## src/rtl/fetch_stage.sv

```systemverilog
// fetch_stage: instruction-fetch front end.
//
// Owns the fetch PC, issues single-word reads to the I-cache and buffers the
// returned words, together with their PCs, in a circular queue for decode.
// A redirect flushes the queue and restarts fetch; a response belonging to
// a request issued before the redirect is discarded.
//
// Optional feature macro: FETCH_REDIRECT_BYPASS_EN
//   defined   : a redirect taken in IDLE, or in WAIT together with a
//               response, issues redirect_pc in the same cycle.
//   undefined : a redirect only loads the PC; issue follows one cycle later.
//
// Ports:
//   clk, rst        clock, asynchronous active-high reset
//   imem_addr       fetch address (combinational)
//   imem_rmask      4'hf for the single issue cycle of a request, else 0
//   imem_rdata      returned instruction word, qualified by imem_resp
//   imem_resp       one-cycle response for the outstanding request
//   redirect_valid  flush and restart fetch at redirect_pc
//   redirect_pc     new fetch PC (bits [1:0] ignored)
//   deq_valid       queue not empty
//   deq_inst        instruction at queue head
//   deq_pc          PC of the head instruction
//   deq_ready       decode consumes the head when deq_valid && deq_ready
//   occupancy       registered entry count
module fetch_stage #(
    parameter logic [31:0] RESET_PC    = 32'h1eceb000,
    parameter int          QUEUE_DEPTH = 16
) (
    input  logic                         clk,
    input  logic                         rst,
    output logic [31:0]                  imem_addr,
    output logic [3:0]                   imem_rmask,
    input  logic [31:0]                  imem_rdata,
    input  logic                         imem_resp,
    input  logic                         redirect_valid,
    input  logic [31:0]                  redirect_pc,
    output logic                         deq_valid,
    output logic [31:0]                  deq_inst,
    output logic [31:0]                  deq_pc,
    input  logic                         deq_ready,
    output logic [$clog2(QUEUE_DEPTH):0] occupancy
);

    localparam int PTR_W = $clog2(QUEUE_DEPTH);
    localparam int OCC_W = PTR_W + 1;
    localparam logic [OCC_W-1:0] DEPTH_OCC = OCC_W'(QUEUE_DEPTH);
    localparam logic [OCC_W-1:0] DEPTH_M1  = OCC_W'(QUEUE_DEPTH - 1);

    typedef enum logic [1:0] {
        IDLE = 2'd0,
        WAIT = 2'd1,
        KILL = 2'd2
    } state_t;

    state_t            state_q, state_d;
    logic [31:0]       pc_q, pc_d;
    logic [PTR_W-1:0]  head_q, head_d;
    logic [PTR_W-1:0]  tail_q, tail_d;
    logic [OCC_W-1:0]  occ_q, occ_d;

    logic [31:0]       inst_mem_q [QUEUE_DEPTH];
    logic [31:0]       pc_mem_q   [QUEUE_DEPTH];

    logic              issue;
    logic              enq;
    logic              deq;
    logic [31:0]       redir_pc;
    logic [31:0]       pc_inc;

    // The two low bits of redirect_pc are forced to zero and never read.
    logic              unused_redirect_lsbs;
    assign unused_redirect_lsbs = ^redirect_pc[1:0];

    assign redir_pc  = {redirect_pc[31:2], 2'b00};
    assign pc_inc    = pc_q + 32'd4;
    assign deq_valid = (occ_q != '0);
    assign deq_inst  = inst_mem_q[head_q];
    assign deq_pc    = pc_mem_q[head_q];
    assign occupancy = occ_q;
    assign imem_rmask = issue ? 4'hf : 4'h0;

    // A redirect wins over a concurrent dequeue.
    assign deq = deq_valid && deq_ready && !redirect_valid;

    always_comb begin
        state_d   = state_q;
        pc_d      = pc_q;
        issue     = 1'b0;
        enq       = 1'b0;
        imem_addr = pc_q;
        case (state_q)
            IDLE: begin
                if (redirect_valid) begin
                    pc_d = redir_pc;
`ifdef FETCH_REDIRECT_BYPASS_EN
                    // After the flush the queue is empty, so credit exists.
                    issue     = 1'b1;
                    imem_addr = redir_pc;
                    state_d   = WAIT;
`endif
                end else if (occ_q < DEPTH_OCC) begin
                    issue   = 1'b1;
                    state_d = WAIT;
                end
            end
            WAIT: begin
                if (redirect_valid) begin
                    pc_d = redir_pc;
                    if (imem_resp) begin
`ifdef FETCH_REDIRECT_BYPASS_EN
                        issue     = 1'b1;
                        imem_addr = redir_pc;
                        state_d   = WAIT;
`else
                        state_d   = IDLE;
`endif
                    end else begin
                        // Response still to come belongs to the old stream.
                        state_d = KILL;
                    end
                end else if (imem_resp) begin
                    enq  = 1'b1;
                    pc_d = pc_inc;
                    // Keep one slot for the word being enqueued this cycle.
                    if (occ_q < DEPTH_M1) begin
                        issue     = 1'b1;
                        imem_addr = pc_inc;
                    end else begin
                        state_d = IDLE;
                    end
                end
            end
            KILL: begin
                if (redirect_valid) begin
                    pc_d = redir_pc;
                end
                if (imem_resp) begin
                    state_d = IDLE;
                end
            end
            default: state_d = IDLE;
        endcase
        // No request may leave the block while it is held in reset.
        if (rst) begin
            issue     = 1'b0;
            imem_addr = pc_q;
        end
    end

    always_comb begin
        tail_d = tail_q;
        head_d = head_q;
        occ_d  = occ_q;
        if (redirect_valid) begin
            head_d = tail_q;
            occ_d  = '0;
        end else begin
            if (enq) begin
                tail_d = tail_q + PTR_W'(1);
            end
            if (deq) begin
                head_d = head_q + PTR_W'(1);
            end
            case ({enq, deq})
                2'b10:   occ_d = occ_q + OCC_W'(1);
                2'b01:   occ_d = occ_q - OCC_W'(1);
                default: occ_d = occ_q;
            endcase
        end
    end

    always_ff @(posedge clk or posedge rst) begin
        if (rst) begin
            state_q <= IDLE;
            pc_q    <= RESET_PC;
            head_q  <= '0;
            tail_q  <= '0;
            occ_q   <= '0;
        end else begin
            state_q <= state_d;
            pc_q    <= pc_d;
            head_q  <= head_d;
            tail_q  <= tail_d;
            occ_q   <= occ_d;
        end
    end

    // Queue storage carries data only; validity comes from occ_q.
    always_ff @(posedge clk) begin
        if (enq) begin
            inst_mem_q[tail_q] <= imem_rdata;
            pc_mem_q[tail_q]   <= pc_q;
        end
    end

endmodule
```

## config.mk

```make
export PLATFORM = sky130hd
export DESIGN_NAME = fetch_stage
export DESIGN_NICKNAME = d
export VERILOG_FILES = /design/src/rtl/fetch_stage.sv
export SDC_FILE = /design/constraint.sdc
export NUM_CORES = 1
export LEC_CHECK = 0
export ABC_AREA = 1
export CORE_ASPECT_RATIO = 0.75
export CORE_MARGIN = 1
export CORE_UTILIZATION = 47
export DETAILED_ROUTE_END_ITERATION = 6
export GPL_ROUTABILITY_DRIVEN = 0
export SKIP_LAST_GASP = 1
export SLEW_MARGIN = 10
export SYNTH_ARGS = -nofsm -noshare
export SYNTH_HDL_FRONTEND = slang
export SYNTH_SLANG_ARGS = --single-unit
```

## constraint.sdc

```tcl
create_clock -name clk -period 7 [get_ports clk]
set_clock_uncertainty 0.05 [all_clocks]
set_input_delay 1.4 -clock clk [delete_from_list [all_inputs] [get_ports clk]]
set_output_delay 1.4 -clock clk [all_outputs]
set_load 0.01 [all_outputs]
```

==> results of run 1 <==
[final timing paths]
kind	from	endpoint	slack (ps)	cells past startpoint
worst min-delay path	state_q[0]$_DFFE_PP0P_	state_q[1]$_DFFE_PP0P_	470	1
max in group asynchronous	rst	head_q[0]$_DFFE_PP0P_	5160	3
worst max register to register	state_q[0]$_DFFE_PP0P_	inst_mem_q[10][2]$_DFFE_PP_	3480	8
min in group asynchronous	rst	pc_q[5]$_DFFE_PP0P_	1240	3
worst max-delay path	redirect_valid	imem_rmask[2]	1480	7
worst min register to register	state_q[0]$_DFFE_PP0P_	state_q[1]$_DFFE_PP0P_	470	1
[sequential cells by signal, summed over array words and instances, names as in the netlist]
signal      cells
inst_mem_q    512
pc_mem_q      480
pc_q           30
occupancy       5
head_q          4
tail_q          4
state_q         2
[metal layers]
layer / routed length [um] / part of all wire [%] / track usage, % / vias to the layer above
met5: 0 / 0 / 0 / -
met4: 2230 / 2.2 / 5.52 / 0
met3: 6400 / 6.2 / 3.65 / 146
met2: 45100 / 44 / 32.5 / 777
met1: 49400 / 48 / 32.6 / 13300
li1: - / - / - / 13300
[cells in the final DEF (no fill, tap or decap), types with 97 or more instances in the layout]
cell type and count:
edfxtp_1 992, inv_1 546, nand2_1 519, nand3_1 412, a21oi_1 256, o211ai_1 249, o21ai_0 178, clkdlybuf4s50_1 168
o21ai_1 123, clkbuf_16 102, nor2_1 97
[power groups by stage]
stage | Clock [mW] | Sequential, mW | Combinational (mW)
2_1_floorplan | 0 | 7.88 | 4.35
3_3_place_gp | 0 | 8.32 | 6.34
3_5_place_dp | 0 | 8.33 | 6.37
4_1_cts | 5.21 | 8.20 | 6.41
5_1_grt | 5.44 | 8.27 | 7.04
6_report | 5.12 | 8.22 | 6.35
[critical path, cell delays in order]
cell	delay, ps
clkdlybuf4s50_1	560
nor2_8	170
nand4_2	100
nor2_4	690
inv_2	270
o21ai_0	250
clkdlybuf4s50_1	620
[layout make-up]
class | count | area [um2]
Timing Repair Buffer | 222 | 2300
Multi-Input combinational cell | 1922 | 9840
Clock inverter | 61 | 442
Fill cell | 7653 | 42400
Clock buffer | 119 | 2620
Tap cell | 1225 | 1530
Inverter | 557 | 2100
Sequential cell | 1037 | 30900
[kinds of logic (layout without fill, tap and decap cells)]
logic type,after synthesis,in the layout
compound gates,827,827
simple gates,1065,1065
fa+ha+maj,10,10
other cells,1,4
xor+xnor,16,16
flops,1037,1037
buf+inv,789,959
[stage by stage]
step                cell area [um2]  hold WS, ps  utilization (%)
floorplan                     44100          425                -
global placement              46700          445             50.7
detailed placement            46700          471             50.7
CTS                           49800          471             54.0
global route                  49800          505             54.0
finish                        49800          471             54.0
==> results.json, run 1 <==
{
  "num-nets-final": 3920,
  "post-dp-hpwl_mm": 53.4,
  "ctsHoldBuffers": 0,
  "cts.htree.levels": 3,
  "layout-area-overhead-vs-synth_pct": 13.0,
  "power_per_cell_area_nw_per_um2": 396,
  "post_drt_via_cell_ratio": 5.36,
  "std_cell_rows": 96,
  "path_clk_slew_ps": 60,
  "switching_share_pct": 35.6,
  "root_buffer": "clkbuf_16",
  "layout_min_cycle_time_ps": 5520,
  "worstHoldPathType": "flip-flop to flip-flop",
  "netlist-cell-type-count": 41,
  "cts_tree": "yes",
  "max_slew.worst_pin.slew_ps": 1150,
  "timing.final.setup_violations": 0,
  "floorplan.initialDensity_pct": 47.8,
  "instances_no_fill": 5143,
  "status": "finished with violations",
  "synth_edf_count": 992,
  "final.setup.worst_slack_ps": 1480,
  "first_iteration_detailed_routing_drc_count": 2624,
  "power_report.internal_total_mw": 12.7,
  "p_switching_mw": 7.01,
  "dr.pass1.iters": 7,
  "chipWidth_um": 356,
  "timing.setup.tns_ps": 0,
  "globalRouteOverflowTotal": 0,
  "slew_headroom_pct": 23.0,
  "synth_compound_gate_area_share_pct": 10.9,
  "vdd.ir_drop.worst_uv": 281,
  "timing.critical_path.from_type": "input pin",
  "post-route-period-util_pct": 78.8,
  "dr_total_vias": 27600,
  "cp_max_fo": 35,
  "leakagePower_nw": 18.1,
  "drt-wirelength-per-cell_um": 20.0,
  "violations": "DRC",
  "placement.setup.worst_slack_ps": 1520,
  "synth_area_leader_cell": "edfxtp_1",
  "dominant_synthesized_flop_cell": "edfxtp_1",
  "async_reset_ff_share_pct": 4.34,
  "clock_power_share_pct": 26.0,
  "worst_setup_path_end_kind": "primary output",
  "numClockSinks": 1037,
  "syn_inst": 3745,
  "hold_viol_final": 0,
  "grt_pass1_wl_mm": 155,
  "grt_start_max_net_pins": 156,
  "numPortBuffers": 168,
  "max-cap-violations": 0,
  "rsz_0062_raised_after_global_routing": "no",
  "synth.yosys.seq_area_share_pct": 70.2,
  "grt.total_usage_pct": 21.6,
  "placedCellCount": 4963,
  "detail-route-antenna-nets": 0,
  "pwr-share-seq_pct": 41.7,
  "share_comb_of_total_power_pct": 32.3,
  "yosys.area.top_type_share_pct": 67.6,
  "synthAdderAreaFrac_pct": 0.301,
  "synthXorXnorAreaFrac_pct": 0.318,
  "die_y_um": 267,
  "postSynthRegisterBits": 1037,
  "ys_top_cells_by_count": "edfxtp_1 (992), inv_1 (547), nand2_1 (519)",
  "clock_tree.buffer_depth": 3,
  "synthSimpleGateAreaFrac_pct": 10.5,
  "inserted_clock_buffers": 101,
  "num_io_pins": 175,
  "worst-endpoint-required_ps": 5550,
  "timing.final.max_slew_violations": 0,
  "grt_pass1_vias": 25500,
  "clock_latency_ps": 660,
  "yosysWarnings": 0,
  "fmax_ghz": 0.181,
  "drc": 4,
  "grt_antenna_before_repair": 3,
  "cts_setup_buffers": 0,
  "synth_area_leaders": "edfxtp_1 (68%), nand3_1 (4.7%), inv_1 (4.7%), nand2_1 (4.4%), o211ai_1 (4.2%)",
  "cp_data_arrival_time_ps": 4070,
  "total_design_power_mw": 19.7,
  "cts_resized": 0,
  "dieArea_um2": 95000,
  "synth.cell_area_um2": 44100,
  "final_layout_size_suffix_gt1_share_pct": 6.38,
  "largest_family_of_logic_cells_by_synthesized_area": "compound AO/OA/AOI/OAI gates",
  "standard_cell_core_area_um2": 92100,
  "synthesis.area_per_instance_um2": 11.8,
  "yosysMostFrequentCell": "edfxtp_1",
  "totalWireLength_mm": 103,
  "yosys-mux-area-fraction_pct": 0,
  "diodes": 0,
  "setup.worst_path.class": "input pin to primary output"
}
Power figures use the tool's default switching activity.
==> run 2, diff against run 1 <==
Clock period 7 ns to 5.8 ns, I/O delays scaled along.
==> run 2 against run 1 <==
Against the previous run: the run still ends with DRC left; first-iteration DRC count grew 3.2%; power up 22%; via count increased by 0.51%; final cell count up 0.39%; sequential power up 20%; critical endpoint is now imem_addr[18].
==> results.json, run 2 (synthesis results as in run 1) <==
{
  "status": "finished with violations",
  "violations": "DRC",
  "inserted_clock_buffers": 103,
  "placement.setup.worst_slack_ps": 1020,
  "leakagePower_nw": 18.3,
  "chipWidth_um": 356,
  "dr_total_vias": 27700,
  "power_per_cell_area_nw_per_um2": 481,
  "commonest_cells_after_routing_fill_and_taps_aside": "edfxtp_1 (992), inv_1 (546), nand2_1 (519)",
  "timing.final.setup_violations": 0,
  "final.setup.worst_slack_ps": 1010,
  "final.fill_count": 7691,
  "root_buffer": "clkbuf_16",
  "setup.worst_path.class": "input pin to primary output",
  "largest_reg_flops": 512,
  "multi_input_comb_area_um2": 9840,
  "totalWireLength_mm": 105,
  "worstHoldPathType": "flip-flop to flip-flop",
  "cts_resized": 0,
  "die_y_um": 267,
  "ctsHoldBuffers": 0,
  "met3_length_mm": 6.76,
  "standard_cell_core_area_um2": 92100,
  "worst_setup_path_end_kind": "primary output",
  "num_io_pins": 175,
  "post_drt_via_cell_ratio": 5.37,
  "grt.total_usage_pct": 22.1,
  "met2_wirelength_mm": 46.5,
  "cts_setup_buffers": 0,
  "dr.pass1.iters": 7,
  "max_slew.worst_pin.slew_ps": 988,
  "total_design_power_mw": 24.1,
  "ff_latch_area_um2": 30900,
  "clock_tree.buffer_depth": 3,
  "cp_max_fo": 29,
  "num-nets-final": 3936,
  "fmax_ghz": 0.209,
  "grt_antenna_before_repair": 2,
  "post-route-period-util_pct": 82.6,
  "grt_pass1_wl_mm": 159,
  "std_cell_rows": 96,
  "timing.final.max_slew_violations": 0,
  "top_layer_used": "met4",
  "r2r-start": "state_q[0]$_DFFE_PP0P_",
  "cp_data_arrival_time_ps": 3580,
  "vdd.ir_drop.worst_uv": 261,
  "rsz_0062_raised_after_global_routing": "no",
  "clock_latency_ps": 670,
  "detail-route-antenna-nets": 0,
  "grt_start_max_net_pins": 153,
  "detail_route.wirelength.met1_mm": 49.5,
  "first_iteration_detailed_routing_drc_count": 2707,
  "hold_viol_final": 0,
  "dieArea_um2": 95000,
  "final_layout_size_suffix_gt1_share_pct": 6.96,
  "registers_with_the_most_flip_flops": "inst_mem_q x512, pc_mem_q x480, pc_q x30",
  "worst-endpoint-required_ps": 4590,
  "numClockSinks": 1037,
  "timing.critical_path.to": "imem_addr[18]",
  "drc": 8,
  "floorplan.initialDensity_pct": 47.8,
  "drt-wirelength-per-cell_um": 20.3,
  "largest_register": "inst_mem_q",
  "numPortBuffers": 168,
  "post-dp-hpwl_mm": 54.7,
  "ff2ff_path_depth": 8,
  "timing.critical_path.from_type": "input pin",
  "layout-area-overhead-vs-synth_pct": 13.9,
  "globalRouteOverflowTotal": 0,
  "layout_min_cycle_time_ps": 4790,
  "worst_setup_path_startpoint": "redirect_valid",
  "most_common_library_cell_in_the_layout_ignoring_fill_and_taps": "edfxtp_1",
  "cts_tree": "yes",
  "slew_headroom_pct": 33.9,
  "cts.htree.levels": 3,
  "max-cap-violations": 0,
  "ff2ff_setup_slack_ps": 2570,
  "path_clk_slew_ps": 60,
  "grt_pass1_vias": 25900,
  "worstReg2RegEnd": "inst_mem_q[10][1]$_DFFE_PP_"
}
## run 2: cell type report
class / instances / area share (%)
tap: 1225 / 3.05
timing repair buffer: 236 / 4.97
clock buffer: 120 / 5.35
inverter: 557 / 4.18
multi-input combinational: 1922 / 19.6
clock inverter: 65 / 1.16
antenna: 1 / 0.00499
sequential: 1037 / 61.7
## run 2: worst min path at each step
stage / startpoint / to / cells after the start
3_5_place_dp: state_q[0]$_DFFE_PP0P_ / state_q[1]$_DFFE_PP0P_ / 1
5_1_grt: state_q[0]$_DFFE_PP0P_ / state_q[1]$_DFFE_PP0P_ / 1
4_1_cts: state_q[0]$_DFFE_PP0P_ / state_q[1]$_DFFE_PP0P_ / 1
2_1_floorplan: state_q[0]$_DFFE_PP0P_ / state_q[1]$_DFFE_PP0P_ / 1
6_report: state_q[0]$_DFFE_PP0P_ / state_q[1]$_DFFE_PP0P_ / 1
3_3_place_gp: state_q[0]$_DFFE_PP0P_ / state_q[1]$_DFFE_PP0P_ / 1
## run 2: per-layer routing
metal,track usage [%],up-vias
met5,0,-
met4,5.03,0
met3,3.46,133
met2,34.0,829
met1,32.9,13400
li1,-,13400
## run 2: power breakdown
group          internal [mW]  switching (mW)  leakage, nW
sequential              8.98           0.921         9.45
clock                   3.67            2.81         1.58
combinational           2.92            4.82         7.23
## run 2: worst max-delay path, stage by stage
cell             delay [ps]
clkdlybuf4s50_1         560
nor2_8                  170
nand4_2                 100
nor2_4                  200
buf_4                   330
buf_4                   270
nor2_1                   60
a31oi_1                 160
clkdlybuf4s50_1         560
## run 2: through the flow
step                cells  TNS, ps  hold slack (ps)  util [%]  instance area [um2]
floorplan            3748   -57710              425         -                44100
global placement     4977        0              447      50.9                46900
detailed placement   4977        0              464      50.9                46900
CTS                  5162        0              463      54.5                50200
global route         5162        0              509      54.5                50200
finish               5163        0              466      54.5                50200
